[config.mk]
export PLATFORM = sky130hd
export DESIGN_NAME = alu_ctrl_seq
export DESIGN_NICKNAME = d
export VERILOG_FILES = /design/src/rtl/alu_ctrl_seq.sv
export SDC_FILE = /design/constraint.sdc
export NUM_CORES = 1
export LEC_CHECK = 0
export CAP_MARGIN = 20
export CORE_MARGIN = 5
export CORE_UTILIZATION = 35
export CTS_CLUSTER_SIZE = 30
export DETAILED_ROUTE_END_ITERATION = 10
export MAX_ROUTING_LAYER = met4
export PLACE_DENSITY = 0.65
export SLEW_MARGIN = 20
export SYNTH_ARGS = -nofsm -noshare
export SYNTH_HDL_FRONTEND = slang
export SYNTH_SLANG_ARGS = --single-unit
[constraint.sdc]
create_clock -name clk_i -period 2 [get_ports clk_i]
set_clock_uncertainty 0.1 [all_clocks]
set_input_delay 0.2 -clock clk_i [delete_from_list [all_inputs] [get_ports clk_i]]
set_output_delay 0.2 -clock clk_i [all_outputs]
set_load 0.02 [all_outputs]
[src/rtl/alu_ctrl_seq.sv]
// alu_ctrl_seq: sequenced ALU control decoder.
//
// Decodes ALUOp/funct into an ALU operation select and a compare-variant
// select, registers the result on the input handshake and presents it
// through a valid/ready output handshake. MUL ops are held for MUL_LAT
// cycles (busy_o high) before the result is presented.
//
// Build option: define ALU_CTRL_BONUS_EN to enable the compare-variant
// ALUOp codes 1000-1011; without it those codes decode as illegal.
//
// Ports:
//   clk_i           clock, all state on posedge
//   rst_i           asynchronous reset, active-low
//   valid_i/ready_o input handshake (op offered / op accepted this cycle)
//   funct_i         R-type funct field
//   ALUOp_i         main-control op class
//   valid_o/ready_i output handshake (control valid / control consumed)
//   ALUCtrl_o       ALU operation select
//   bonus_control_o compare-variant select
//   busy_o          multiply in progress
//   illegal_o       held op was undecodable
module alu_ctrl_seq #(
   parameter int FUNCT_W = 6,
   parameter int ALUOP_W = 4,
   parameter int CTRL_W  = 4,
   parameter int MUL_LAT = 4
) (
   input  logic               clk_i,
   input  logic               rst_i,
   input  logic               valid_i,
   output logic               ready_o,
   input  logic [FUNCT_W-1:0] funct_i,
   input  logic [ALUOP_W-1:0] ALUOp_i,
   output logic               valid_o,
   input  logic               ready_i,
   output logic [CTRL_W-1:0]  ALUCtrl_o,
   output logic [2:0]         bonus_control_o,
   output logic               busy_o,
   output logic               illegal_o
);

   // Counter only has to hold MUL_LAT-2.
   localparam int CNT_W = (MUL_LAT > 2) ? $clog2(MUL_LAT - 1) : 1;
   localparam logic [CNT_W-1:0] CNT_LOAD = CNT_W'(MUL_LAT - 2);

   typedef enum logic [1:0] {
      S_IDLE,
      S_HOLD,
      S_OUT
   } state_e;

   state_e              state_q, state_d;
   logic [CNT_W-1:0]    cnt_q, cnt_d;
   logic [CTRL_W-1:0]   ctrl_q, ctrl_d;
   logic [2:0]          bonus_q, bonus_d;
   logic                ill_q, ill_d;
   logic                valid_q, valid_d;
   logic                busy_q, busy_d;

   logic [CTRL_W-1:0]   dec_ctrl;
   logic [2:0]          dec_bonus;
   logic                dec_ill;
   logic                dec_mul;
   logic                accept;

   // Combinational decode; full ALUOp/funct compared so upper bits must be zero.
   always_comb begin
      dec_ctrl  = CTRL_W'(4'hF);
      dec_bonus = 3'b000;
      dec_ill   = 1'b1;
      dec_mul   = 1'b0;
      case (ALUOp_i)
         ALUOP_W'(4'h0): begin dec_ctrl = CTRL_W'(4'h2); dec_ill = 1'b0; end
         ALUOP_W'(4'h1): begin dec_ctrl = CTRL_W'(4'h6); dec_ill = 1'b0; end
         ALUOP_W'(4'h4): begin dec_ctrl = CTRL_W'(4'h2); dec_ill = 1'b0; end
         ALUOP_W'(4'h5): begin dec_ctrl = CTRL_W'(4'h1); dec_ill = 1'b0; end
         ALUOP_W'(4'h2): begin
            case (funct_i)
               FUNCT_W'(6'b100000): begin dec_ctrl = CTRL_W'(4'h2); dec_ill = 1'b0; end
               FUNCT_W'(6'b100010): begin dec_ctrl = CTRL_W'(4'h6); dec_ill = 1'b0; end
               FUNCT_W'(6'b100100): begin dec_ctrl = CTRL_W'(4'h0); dec_ill = 1'b0; end
               FUNCT_W'(6'b100101): begin dec_ctrl = CTRL_W'(4'h1); dec_ill = 1'b0; end
               FUNCT_W'(6'b101010): begin dec_ctrl = CTRL_W'(4'h7); dec_ill = 1'b0; end
               FUNCT_W'(6'b011000): begin
                  dec_ctrl = CTRL_W'(4'h8);
                  dec_ill  = 1'b0;
                  dec_mul  = 1'b1;
               end
               default: ;
            endcase
         end
`ifdef ALU_CTRL_BONUS_EN
         ALUOP_W'(4'h8): begin dec_ctrl = CTRL_W'(4'h2); dec_bonus = 3'b000; dec_ill = 1'b0; end
         ALUOP_W'(4'h9): begin dec_ctrl = CTRL_W'(4'h7); dec_bonus = 3'b101; dec_ill = 1'b0; end
         ALUOP_W'(4'hA): begin dec_ctrl = CTRL_W'(4'h7); dec_bonus = 3'b100; dec_ill = 1'b0; end
         ALUOP_W'(4'hB): begin dec_ctrl = CTRL_W'(4'h7); dec_bonus = 3'b001; dec_ill = 1'b0; end
`else
`endif
         default: ;
      endcase
   end

   // Next-state logic. An accept in OUT overrides the return to IDLE so
   // consecutive ops stream without a bubble.
   always_comb begin
      state_d = state_q;
      cnt_d   = cnt_q;
      ctrl_d  = ctrl_q;
      bonus_d = bonus_q;
      ill_d   = ill_q;
      ready_o = (state_q == S_IDLE) || ((state_q == S_OUT) && ready_i);
      accept  = valid_i && ready_o;

      case (state_q)
         S_HOLD: begin
            if (cnt_q == '0) state_d = S_OUT;
            else             cnt_d   = cnt_q - 1'b1;
         end
         S_OUT: begin
            if (ready_i) state_d = S_IDLE;
         end
         default: ;
      endcase

      if (accept) begin
         ctrl_d  = dec_ctrl;
         bonus_d = dec_bonus;
         ill_d   = dec_ill;
         if (dec_mul) begin
            state_d = S_HOLD;
            cnt_d   = CNT_LOAD;
         end else begin
            state_d = S_OUT;
         end
      end

      valid_d = (state_d == S_OUT);
      busy_d  = (state_d == S_HOLD);
   end

   always_ff @(posedge clk_i or negedge rst_i) begin
      if (!rst_i) begin
         state_q <= S_IDLE;
         cnt_q   <= '0;
         ctrl_q  <= '0;
         bonus_q <= '0;
         ill_q   <= 1'b0;
         valid_q <= 1'b0;
         busy_q  <= 1'b0;
      end else begin
         state_q <= state_d;
         cnt_q   <= cnt_d;
         ctrl_q  <= ctrl_d;
         bonus_q <= bonus_d;
         ill_q   <= ill_d;
         valid_q <= valid_d;
         busy_q  <= busy_d;
      end
   end

   assign valid_o         = valid_q;
   assign busy_o          = busy_q;
   assign ALUCtrl_o       = ctrl_q;
   assign bonus_control_o = bonus_q;
   assign illegal_o       = ill_q;

endmodule

# Word level (Yosys, flattened, before mapping)
# Cells that the tools add are included.
op_classes:
  addsub: 1
  n_eq_ne: 14
  muxes: 15
  n_reduce_logical: 9
ops:
  columns: ["operator", "n"]
  rows:
  - ["$eq A6 B6 Y1 const B", 5]
  - ["$pmux W4 S6", 1]
  - ["$mux W2", 8]
  - ["$pmux W4 S4", 1]
  - ["$eq A4 B3 Y1 const B", 2]
  - ["$eq A6 B5 Y1 const B", 1]
  - ["$reduce_or A6 Y1", 1]
  - ["$eq A2 B1 Y1 const B", 2]
  - ["$eq A2 B2 Y1 const B", 2]
  - ["$eq A4 B1 Y1 const B", 1]
  - ["$eq A4 B2 Y1 const B", 1]
  - ["$logic_not A2 Y1", 2]
  - ["$logic_not A4 Y1", 1]
  - ["$pmux W2 S2", 1]
  - ["$reduce_or A4 Y1", 1]
  - ["$mux W1", 3]
  - ["$logic_and A1 B1 Y1", 2]
  - ["$pmux W1 S2", 1]
  - ["$reduce_or A2 Y1", 1]
  - ["$sub A2 B1 Y2 const B", 1]
  - ["$logic_or A1 B1 Y1", 1]
word_totals:
  ff_bits: 11
  input_bits: 14
  out_inout_bits: 11
  wordCells: 45

# Depth between registers and ports, before layout
depth:
  ltp_word: 6
  mapped_depth: 7
  depth_no_buf: 7

# Least setup slack after synthesis
# Ideal clock, no wire load.
synth_timing:
  path_type: "register to register"
  from: "reg state_q[0]"
  to: "reg valid_q, in the netlist valid_o"
  setup_ps: 120
  t_arrival_ps: 1538
  required_time_ps: 1780
  slack_ps: 242
  path_stages_with_launch: 7
  path_buffers: 0
  period_less_slack_ps: 1758
  cell_sequence: "dfrtp_1 -> inv_1 -> ha_1 -> a21o_1 -> nand2_1 -> or4_4 -> and3_1"
synth_via:
  elab_chain_len: 6
  word_cells_on_any_way: 11
  classes_between: "eq/ne (3); mux (4); reduce/logical (4)"
synth_rtl:
  columns: ["item", "line_no", "rtl"]
  rows:
  - ["from (decl)", "52", "state_e state_q, state_d;"]
  - ["from (signal assigned)", "151", "state_q <= state_d;"]
  - ["$eq A2 B2 Y1", "111", "ready_o = (state_q == S_IDLE) || ((state_q == S_OUT) && ready_i);"]
  - ["$logic_and A1 B1 Y1", "111", null]
  - ["$logic_or A1 B1 Y1 (*)", "111", null]
  - ["named net ready_o", "31", "output logic ready_o,"]
  - ["$logic_and A1 B1 Y1 (*)", "112", "accept = valid_i && ready_o;"]
  - ["$mux W2 (*)", "125", "if (accept) begin"]
  - ["$eq A2 B2 Y1 (*)", "137", "valid_d = (state_d == S_OUT);"]
  - ["named net valid_d", "57", "logic valid_q, valid_d;"]
  - ["to (signal assigned)", "156", "valid_q <= valid_d;"]
  - ["to (decl)", "57", null]
# The timed path passes the listed nets; every way through them passes the cells marked *.
# A chain may end at the register's enable or synchronous reset.

# Final worst setup path
layout_timing:
  from: "reg state_q[0]"
  to: "reg ctrl_q[0], in the netlist ALUCtrl_o[0]"
layout_via:
  elab_chain_len: 4
  word_cells_on_any_way: 5
  classes_between: "eq/ne (1); reduce/logical (4)"
layout_rtl:
  columns: ["item", "line_no", "rtl"]
  rows:
  - ["$eq A2 B2 Y1", "111", null]
  - ["$logic_and A1 B1 Y1", "111", null]
  - ["$logic_or A1 B1 Y1 (*)", "111", null]
  - ["$logic_and A1 B1 Y1 (*)", "112", null]
  - ["to (signal assigned)", "153", "ctrl_q <= ctrl_d;"]
  - ["to (decl)", "54", "logic [CTRL_W-1:0] ctrl_q, ctrl_d;"]
# Every way passes the cells marked *; elsewhere a longest branch is shown, timed or not.

==> summary.md <==
| Metric | Value |
|---|---|
| CP Cell Sequence | inv_1 > ha_1 > a21o_1 > nand2_1 > o21bai_1 > o21ai_0 > a221o_1 |
| Final #Nets | about 120 |
| Die W | between 50 and 60 um |
| CTS tree | done |
| Worst Path Max Fanout | 4 |
| Gpl congestion | a little over 0.8 |
| Distinct cells, synth | 32 |
| Placeable core region | around 0.0019 mm2 |
| Clk_lat worst skew | 260 ps |
| GR Util All Layers | 0.127 |
| VDD IR max | 661 uV |
| MaxCap Viol Count | 0 |
| I/O Buffers | 21 |
| Layout cell share with drive strength beyond 1 | 0.117 |
| Ys async rst share | 1.00 |
| WL final | between 1000 and 1500 um |
| # rows | 16 |
| Routed via count | 633 |
| H-tree lvl count | 1 |
| Crit path max-delay cell type | dfrtp_1 |
| CP Capture Type | flip-flop |
| Grt ovf | 0 |
| I/O pin cnt | 25 |
| Largest net degree at the start of global routing | 12 |
| Clock Path Buffers | 2 |
| Syn_area_per_cell | 9.19 um2 |
| Worst Path Arrival | 1810 ps |
| Crit path kind | flip-flop to flip-flop |
| Die H | approximately 55 um |
| Synth area leaders | dfrtp_1 39%, ha_1 5.4%, nand2_1 4.3% |
| FF+latch count, synth | 11 |
| Initial core utilization | 0.363 |
| Filler Cell Count | roughly 200 |
| Clk sinks | 11 |
| Register-to-register path setup slack | approximately 240 ps |
| Maximum operating frequency | 0.567 GHz |
| Die area | around 0.0030 mm2 |
| Area Growth Syn to Fin | 40.0% |
| Req. time, crit path | 2050 ps |
| Final worst-path cycle share | 0.882 |
| Number of setup violations in the final report | 0 |
| Status | finished clean |
| Clk root buf | clkbuf_4 |
| Synth top cells by count | 11 x dfrtp_1, 8 x nand2_1, 5 x inv_1, 5 x o21ai_0, 4 x nand3_1 |
| Hold Buf Count CTS | 0 |
| YS warnings | 0 |
| DR pass1 iterations | 2 |
| Setup Buffers After CTS | 0 |
| Peak per-stage delay on the critical path | between 300 and 400 ps |
| Unrepaired setup endpoints after global routing | false |
| Setup crit start kind | flip-flop |
| Synth area leader | dfrtp_1 |
| Vias/cell | just under 5 |
| Top delay family on crit path | compound AO/OA/AOI/OAI gates |
| Vias in the first global route | ~660 |
| ANT cells | 0 |
| Dpl hpwl | around 1300 um |
| Layout Utilization | 0.508 |
| Synth Instances | 76 |
| Buffers & Inverters on Critical Path | 1 |
| DRT iter0 DRCs | 13 |
| Setup TNS | 0 ps |
| Final max-slew violation count | 0 |
| Post-synthesis sequential area ratio | 0.394 |
| Tmin final | between 1500 and 2000 ps |
| DR WL/cell | ~11 um |
| EDFF count, synth | 0 |
| Reg clk slew, reported paths | 60 ps |
| Total CTS buffers | 3 |
| Cts repair resizes | 1 |
| First-pass GRT wire length | ~2700 um |
| Pwr Density | roughly 1000 mW/mm2 |
| Initial antenna violation count | 0 |
| Most used DFF post-synth | dfrtp_1 |
| Drt drc | 0 |
| Hold crit path type | input port to asynchronous set/reset pin |
| Pleak | 0.434 nW |
| Hold Vio Cnt, Final | 0 |
| Top-area cell type share of the netlist area | 0.394 |
| Most frequent cell after synthesis | dfrtp_1 |
| Post-detailed-route count of antenna-violating nets | 0 |
| Post-Syn Area | roughly 700 um2 |
layout make-up:
| class | instances | area, um2 | share of cell area |
|---|---|---|---|
| multi-input cells | 57 | 380 | 0.389 |
| repair buffers | 25 | 239 | 0.245 |
| flip-flops and latches | 11 | 275 | 0.282 |
| inverters | 6 | 22.5 | 0.0230 |
| well taps | 27 | 33.8 | 0.0346 |
| clock buffers | 4 | 26.3 | 0.0269 |
cells by family after synthesis:
| family | count (synthesis) | synth area share |
|---|---|---|
| other | 1 | 0.00537 |
| buffers and inverters | 10 | 0.0717 |
| AO/OA/AOI/OAI | 21 | 0.201 |
| adder cells (fa/ha/maj) | 3 | 0.0538 |
| flip-flops | 11 | 0.394 |
| AND/OR/NAND/NOR | 30 | 0.274 |
stage by stage:
| stage | power (mW) | hold WS (ps) | std cells | setup WS (ps) | cell area, um2 |
|---|---|---|---|---|---|
| after floorplan | 0.614 | -196 | 78 | 242 | 706 |
| after global routing | 1.06 | 200 | 130 | 92.9 | 977 |
| after CTS | 1.00 | 170 | 130 | 212 | 977 |
| after detailed placement | 0.854 | 372 | 126 | 48.6 | 952 |
| after global placement | 0.843 | 366 | 126 | 64.1 | 952 |
| final | 0.978 | 170 | 130 | 236 | 977 |
path summary, 6_finish.rpt:
kind | end | from | cells past startpoint
setup / recovery | ALUCtrl_o[0] | state_q[0] | 7
hold / removal | illegal_o | rst_i | 1
setup reg to reg | ALUCtrl_o[0] | state_q[0] | 7
hold reg to reg | illegal_o | illegal_o | 1
max in group asynchronous | ALUCtrl_o[0] | rst_i | 1
min in group clk_i | illegal_o | illegal_o | 1
flip-flops by register name, summed over array words and instances (netlist names):
name,count
ALUCtrl_o,4
cnt_q,2
state_q,2
busy_o,1
illegal_o,1
valid_o,1
cell usage in the layout (no fill, tap or decap), types with 4 or more instances in the layout:
| cell type | synthesis | routed |
|---|---|---|
| o21ai_0 | 5 | 5 |
| buf_4 | 3 | 4 |
| nand2_1 | 8 | 8 |
| nand3_1 | 4 | 4 |
| clkdlybuf4s50_1 | 0 | 20 |
| dfrtp_1 | 11 | 11 |
| inv_1 | 5 | 5 |
power by group:
group	internal (mW)	switching [mW]
logic	0.250	0.253
clock network	0.0770	0.0665
registers	0.295	0.0360
total	0.623	0.356
worst reg2reg max path: stages, from the launching register on:
cell,delay [ps]
dfrtp_1,370
inv_1,70
ha_1,210
a21o_1,210
nand2_1,130
o21bai_1,120
o21ai_0,160
a221o_1,290
metal layers:
layer  global-route usage  up-vias  wire (um)
met3               0.0327        2         56
li1                     -      319          -
met1                0.150      294        679
met2                0.211       18        754
met5                    -        -          0
met4               0.0373        0          4
No activity file was read; power rests on OpenSTA's default activity.
